[src/rtl/ft245_pkg.sv]
// rtl/ft245_pkg.sv - shared constants and FSM encoding for the FT245 synchronous FIFO link
// Used by both the transmit and receive blocks of the FT chip interface.
package ft245_pkg;

    localparam int FT_BUS_W = 8;
    localparam int COUNT_W  = 32;

    typedef enum logic {
        ST_IDLE   = 1'b0,
        ST_ACTIVE = 1'b1
    } ft_state_t;

    // Pointer width for a power-of-2 FIFO: index bits plus one wrap flag.
    function automatic int ft_ptr_w(input int depth);
        return $clog2(depth) + 1;
    endfunction

endpackage

[src/rtl/ft245_tx_fifo.sv]
// rtl/ft245_tx_fifo.sv - synchronous byte FIFO with registered read data
// Ports:
//   clk, rst_n     clock, asynchronous active-low reset
//   i_push         write i_push_data (ignored when full)
//   i_push_data    write data
//   i_pop          load the head entry into o_pop_data (ignored when empty)
//   o_pop_data     registered read data; holds until the next pop
//   o_full/o_empty status flags
//   o_level        entries held in the memory (o_pop_data not included)
module ft245_tx_fifo
    import ft245_pkg::*;
#(
    parameter int DEPTH = 16,
    parameter int DW    = FT_BUS_W
) (
    input  logic                    clk,
    input  logic                    rst_n,
    input  logic                    i_push,
    input  logic [DW-1:0]           i_push_data,
    input  logic                    i_pop,
    output logic [DW-1:0]           o_pop_data,
    output logic                    o_full,
    output logic                    o_empty,
    output logic [$clog2(DEPTH):0]  o_level
);

    localparam int AW = $clog2(DEPTH);
    localparam int PW = ft_ptr_w(DEPTH);

    logic [DW-1:0] r_mem [DEPTH];
    logic [PW-1:0] r_wr_ptr;
    logic [PW-1:0] r_rd_ptr;
    logic [DW-1:0] r_pop_data;

    logic          w_full;
    logic          w_empty;
    logic          w_do_push;
    logic          w_do_pop;

    // Same index with opposite wrap flags means the writer is a full lap ahead.
    assign w_full    = (r_wr_ptr[AW] != r_rd_ptr[AW]) &&
                       (r_wr_ptr[AW-1:0] == r_rd_ptr[AW-1:0]);
    assign w_empty   = (r_wr_ptr == r_rd_ptr);
    assign w_do_push = i_push && !w_full;
    assign w_do_pop  = i_pop && !w_empty;

    // Storage is not reset; emptiness is defined by the pointers alone.
    always_ff @(posedge clk) begin
        if (w_do_push) begin
            r_mem[r_wr_ptr[AW-1:0]] <= i_push_data;
        end
    end

    always_ff @(posedge clk or negedge rst_n) begin
        if (!rst_n) begin
            r_wr_ptr   <= '0;
            r_rd_ptr   <= '0;
            r_pop_data <= '0;
        end else begin
            if (w_do_push) begin
                r_wr_ptr <= r_wr_ptr + 1'b1;
            end
            // A pop only reads an entry written on an earlier edge, so there is
            // no same-cycle write-to-read bypass.
            if (w_do_pop) begin
                r_pop_data <= r_mem[r_rd_ptr[AW-1:0]];
                r_rd_ptr   <= r_rd_ptr + 1'b1;
            end
        end
    end

    assign o_pop_data = r_pop_data;
    assign o_full     = w_full;
    assign o_empty    = w_empty;
    assign o_level    = r_wr_ptr - r_rd_ptr;

endmodule

[src/rtl/ft245_sync_tx.sv]
// rtl/ft245_sync_tx.sv - FT232H/FT2232H synchronous 245 FIFO transmit path (FPGA -> host)
// Optional feature macro: FT245_TX_SIWU_EN (send-immediate strobe after an idle drain).
// Ports:
//   clk       FT-supplied 60 MHz clock
//   rst_n     asynchronous active-low reset
//   s_data    byte from FPGA logic; taken when s_valid && s_ready at posedge
//   s_valid   s_data valid
//   s_ready   buffer can accept a byte
//   txe_n     FT TXE#, low when the FT can accept a byte
//   ft_data   byte driven onto the FT data bus
//   data_oe   this block owns the bus (equals ~wr_n)
//   wr_n      FT WR#, low while ft_data holds a byte to write
//   siwu_n    FT SIWU#, one-cycle low pulse after a drain (constant 1 without the macro)
//   level     bytes in the buffer, excluding the ft_data register
//   tx_count  bytes accepted by the FT since reset, wrapping
module ft245_sync_tx
    import ft245_pkg::*;
#(
    parameter int FIFO_DEPTH = 16,
    parameter int SIWU_IDLE  = 8
) (
    input  logic                          clk,
    input  logic                          rst_n,
    input  logic [FT_BUS_W-1:0]           s_data,
    input  logic                          s_valid,
    output logic                          s_ready,
    input  logic                          txe_n,
    output logic [FT_BUS_W-1:0]           ft_data,
    output logic                          data_oe,
    output logic                          wr_n,
    output logic                          siwu_n,
    output logic [$clog2(FIFO_DEPTH):0]   level,
    output logic [COUNT_W-1:0]            tx_count
);

    ft_state_t            r_state;
    ft_state_t            w_state_nxt;
    logic                 r_ready_en;
    logic [COUNT_W-1:0]   r_tx_count;

    logic                 w_push;
    logic                 w_pop;
    logic                 w_taken;
    logic                 w_full;
    logic                 w_empty;
    logic [FT_BUS_W-1:0]  w_ft_data;

    // The FIFO's registered read port is the ft_data output register.
    ft245_tx_fifo #(
        .DEPTH (FIFO_DEPTH),
        .DW    (FT_BUS_W)
    ) u_fifo (
        .clk         (clk),
        .rst_n       (rst_n),
        .i_push      (w_push),
        .i_push_data (s_data),
        .i_pop       (w_pop),
        .o_pop_data  (w_ft_data),
        .o_full      (w_full),
        .o_empty     (w_empty),
        .o_level     (level)
    );

    // s_ready stays low through reset and rises on the first edge after it.
    always_ff @(posedge clk or negedge rst_n) begin
        if (!rst_n) begin
            r_ready_en <= 1'b0;
        end else begin
            r_ready_en <= 1'b1;
        end
    end

    assign s_ready = r_ready_en && !w_full;
    assign w_push  = s_valid && s_ready;

    always_ff @(posedge clk or negedge rst_n) begin
        if (!rst_n) begin
            r_state <= ST_IDLE;
        end else begin
            r_state <= w_state_nxt;
        end
    end

    // In ACTIVE the byte on ft_data is taken whenever txe_n is low; the next
    // byte is popped in the same cycle so back-to-back writes run at 1 B/clk.
    always_comb begin
        w_state_nxt = r_state;
        w_pop       = 1'b0;
        w_taken     = 1'b0;
        case (r_state)
            ST_IDLE: begin
                if (!txe_n && !w_empty) begin
                    w_pop       = 1'b1;
                    w_state_nxt = ST_ACTIVE;
                end
            end
            ST_ACTIVE: begin
                if (!txe_n) begin
                    w_taken = 1'b1;
                    if (!w_empty) begin
                        w_pop = 1'b1;
                    end else begin
                        w_state_nxt = ST_IDLE;
                    end
                end
            end
            default: begin
                w_state_nxt = ST_IDLE;
            end
        endcase
    end

    always_ff @(posedge clk or negedge rst_n) begin
        if (!rst_n) begin
            r_tx_count <= '0;
        end else if (w_taken) begin
            r_tx_count <= r_tx_count + 1'b1;
        end
    end

    assign wr_n     = (r_state != ST_ACTIVE);
    assign data_oe  = (r_state == ST_ACTIVE);
    assign ft_data  = w_ft_data;
    assign tx_count = r_tx_count;

`ifdef FT245_TX_SIWU_EN
    localparam int IW = $clog2(SIWU_IDLE + 1);

    logic          r_siwu_armed;
    logic [IW-1:0] r_idle_cnt;
    logic          r_siwu_n;

    // Armed only by the ACTIVE->IDLE transition, which implies at least one
    // byte went out and the buffer is empty. A push always disarms.
    always_ff @(posedge clk or negedge rst_n) begin
        if (!rst_n) begin
            r_siwu_armed <= 1'b0;
            r_idle_cnt   <= '0;
            r_siwu_n     <= 1'b1;
        end else begin
            r_siwu_n <= 1'b1;
            if (w_push) begin
                r_siwu_armed <= 1'b0;
                r_idle_cnt   <= '0;
            end else if (r_state == ST_ACTIVE && w_state_nxt == ST_IDLE) begin
                r_siwu_armed <= 1'b1;
                r_idle_cnt   <= '0;
            end else if (r_siwu_armed && r_state == ST_IDLE && w_empty) begin
                if (r_idle_cnt == IW'(SIWU_IDLE - 1)) begin
                    r_siwu_n     <= 1'b0;
                    r_siwu_armed <= 1'b0;
                    r_idle_cnt   <= '0;
                end else begin
                    r_idle_cnt <= r_idle_cnt + 1'b1;
                end
            end
        end
    end

    assign siwu_n = r_siwu_n;
`else
    assign siwu_n = 1'b1;
`endif

endmodule
[config.mk]
export PLATFORM = sky130hd
export DESIGN_NAME = ft245_sync_tx
export DESIGN_NICKNAME = d
export VERILOG_FILES = /design/src/rtl/ft245_pkg.sv /design/src/rtl/ft245_tx_fifo.sv /design/src/rtl/ft245_sync_tx.sv
export SDC_FILE = /design/constraint.sdc
export NUM_CORES = 1
export LEC_CHECK = 0
export BUFFER_PORTS_ARGS = -buffer_cell sky130_fd_sc_hd__buf_4
export CAP_MARGIN = 30
export CORE_MARGIN = 4
export CORE_UTILIZATION = 39
export CTS_BUF_LIST = sky130_fd_sc_hd__clkbuf_4 sky130_fd_sc_hd__clkbuf_8
export CTS_CLUSTER_SIZE = 10
export DETAILED_ROUTE_END_ITERATION = 8
export SETUP_SLACK_MARGIN = 0.02
export SYNTH_ARGS = -nofsm -noshare
export SYNTH_HDL_FRONTEND = slang
export SYNTH_HIERARCHICAL = 1
export SYNTH_SLANG_ARGS = --single-unit
[constraint.sdc]
create_clock -name clk -period 2.9 [get_ports clk]
set_input_delay 0.145 -clock clk [delete_from_list [all_inputs] [get_ports clk]]
set_output_delay 0.145 -clock clk [all_outputs]
set_load 0.03 [all_outputs]
==> out/metrics.csv <==
stage,metric,value,unit
run_status,status,completed,
flow_run,max-cap violations,0,
route,"antenna viol nets, final",0,
synthesis,"Top FF cell, synth",edfxtp_1,
global_routing,all-layer global routing usage,14.7,%
timing,Final min period,2.74,ns
power_and_ir_drop,Worst IR Drop VDD,618,uV
global_routing,largest net degree at the start of global routing,53,
timing,Finish-stage setup viols,0,
timing,Rel. slew slack,54.0,%
clock_network,Clock transition at path regs,0.10,ns
power_and_ir_drop,Leak Pwr,3.18,nW
die,io pins,61,
synthesis,"EDFF count, synth",128,
synthesis,"FF+latch count, synth",180,
synthesis,Gate Count Post-Synth,452,
setup_path,Critical Path RT,3.00,ns
clock_network,H-tree levels,4,
timing,Final TNS setup,0,ns
synthesis,Synth top area share,51.6,%
die,die height,146,um
finish,"most common cell after layout, fill and taps aside",edfxtp_1,
finish,"commonest cells after routing, fill and taps aside","128 x edfxtp_1, 69 x buf_4, 51 x dfrtp_1",
clock_network,CTS Buffer Depth,2,
power_and_ir_drop,Power Density,928,nW/um2
clock_network,CTS Buf Count,17,
synthesis,Synth Cell Area,7440,um2
timing,Hold Fails Final Rpt,0,
placed_design,Area after DPL,8180,um2
finish,Final nets,548,
route,final wirelength,15.4,mm
global_routing,first-pass GRT wire length,24.4,mm
finish,Non-Filler Instances,772,
synthesis,Synth Area per Inst,16.5,um2
die,Die Area,21400,um2
finish,design area,8650,um2
synthesis,part of the Yosys area used for sequential elements,69.1,%
finish,n_diodes,0,
route,Post-route DRC,0,
route,Routed wire per std cell,20.0,um
route,Via density,5.28,
placed_design,placer congestion estimate,0.777,
die,core area,18800,um2
timing,period utilization,94.6,%
timing,RSZ-0062 raised after global routing,true,
synthesis,top cell type by total area after synthesis,edfxtp_1,
die,die width,146,um
clock_network,CTS tree,done,
placed_design,placed insts,735,
placed_design,PortBufs,59,
global_routing,antenna violations before repair,0,
placed_design,hpwl dp,10.5,mm
finish,ratio of cells with drive above 1 in the final layout,29.6,%
synthesis,most area-consuming cells after synthesis,"edfxtp_1 52%, dfrtp_1 17%, mux4_2 9.4%",
route,Via Count,4080,
timing,Worst Max-Slew Pin Slew,0.690,ns
setup_path,Startpoint Class,flip-flop,
timing,Post-Route Skew,0.0152,ns
die,Rows,50,
clock_network,"Clk Latency, worst-skew pair",0.46,ns
finish,Area Overhead vs Synth,16.2,%
global_routing,global route overflow,0,
clock_network,clk root buf,clkbuf_8,
timing,hold slack,0.0287,ns
power_and_ir_drop,total power,8.03,mW
route,DR iter-0 viols,248,
route,TritonRoute pass-1 iters,4,
clock_network,Clock Sinks,180,
synthesis,Synth Warn #,6,
worst_hold_path,Hold/Removal Path Class,in2reg,
setup_path,Critical Path Sink Type,flip-flop,
synthesis,Synth cell types,43,
synthesis,Post-synth ARST share,28.9,%
timing,Fmax,365,MHz
die,Initial Util,39.7,%
setup_path,"Max FO, Critical Path",9,
global_routing,vias in the first global route,4021,
setup_path,Worst EP arrival,2.85,ns
timing,max-slew violation count,0,
setup_path,Setup Crit Path Kind,reg2reg,
[power by group]
part / internal (mW) / leakage (nW) / switching [mW] / total, mW
Sequential: 3.04 / 1.83 / 0.191 / 3.23
Clock: 0.644 / 0.192 / 0.994 / 1.64
Combinational: 1.27 / 1.16 / 1.89 / 3.16
Total: 4.95 / 3.18 / 3.07 / 8.03
[cells by family after synthesis]
kind of cell	share of synthesized area, %
flip-flops	69.1
AND/OR/NAND/NOR	8.47
XOR/XNOR	5.18
multiplexers	10.0
buffers and inverters	2.71
AO/OA/AOI/OAI	2.50
adder cells (fa/ha/maj)	1.95
other	0.0504
[state kept, by name, indices dropped and copies added (netlist names), named ones only]
name and flops:
u_fifo/r_rd_ptr 5, u_fifo/o_pop_data 8, tx_count 32, u_fifo/r_wr_ptr 5, r_ready_en 1, u_fifo/r_mem 128
[metal layers]
layer	GRT usage, %	vias to the layer above	share of wire [%]
li1	-	1862	-
met1	21.8	2094	48
met5	0	-	0
met3	3.72	7	4.8
met2	22.3	117	47
met4	3.25	0	0.57
[cell usage after synthesis, types with 2 or more instances]
library cell	n
nor2b_1	2
nand4_1	21
and4_1	4
buf_2	9
a31oi_1	8
nand2_1	46
dfrtp_1	52
clkbuf_1	2
buf_4	2
a22o_1	8
and3_2	2
o21a_1	2
nand2b_1	2
buf_12	2
edfxtp_1	128
xnor2_1	39
mux4_2	31
nand3_1	18
ha_1	10
a21oi_1	2
xor2_1	5
nor2_1	15
inv_1	6
and2_1	3
and3_1	7
inv_2	2
a21o_1	2
nor3_1	5
buf_6	3
[critical path: stages (launching register included)]
cell and delay [ns]:
dfrtp_1 0.41, inv_1 0.12, ha_1 0.33, nand4_1 0.12
nor2_1 0.08, nor2b_4 0.12, and2_1 0.13, o21a_1 0.35
nand2_1 0.28, nor2_2 0.45
[worst paths after layout]
check	startpoint	end	slack, ns	cells past startpoint
max reg2reg	u_fifo/r_wr_ptr[0]	u_fifo/r_mem[9][1]	0.16	9
max in group asynchronous	rst_n	u_fifo/r_rd_ptr[0]	2.13	2
min in group asynchronous	rst_n	tx_count[6]	0.26	2
min	s_data[0]	u_fifo/r_mem[6][0]	0.03	1
min reg2reg	tx_count[31]	tx_count[31]	0.48	1
max	u_fifo/r_wr_ptr[0]	u_fifo/r_mem[9][1]	0.16	9
[area by class of cell]
cell class                 count  area, um2
fill                        1634      10100
sequential                   180       5150
multi-input combinational    243       2200
timing repair buffer          74        588
tap                          234        293
clock buffer                  17        234
clock inverter                15        159
inverter                       9       33.8
[stage by stage]
| stage | utilization, % | setup slack (ns) |
|---|---|---|
| floorplan | - | 0.0304 |
| global placement | 43.6 | 0.278 |
| detailed placement | 43.6 | 0.189 |
| CTS | 45.9 | 0.159 |
| global route | 46.1 | -0.0293 |
| finish | 46.1 | 0.157 |
[what timing repair did]
| item | 4_1_cts | 5_1_grt |
|---|---|---|
| setup buffers | 0 | 2 |
| endpoints found under the hold margin | 58 | 0 |
| endpoints found under the setup margin | 0 | 64 |
| resized for setup | 0 | 1 |
| hold buffers | 3 | 0 |
No activity file was read; power rests on OpenSTA's default activity.
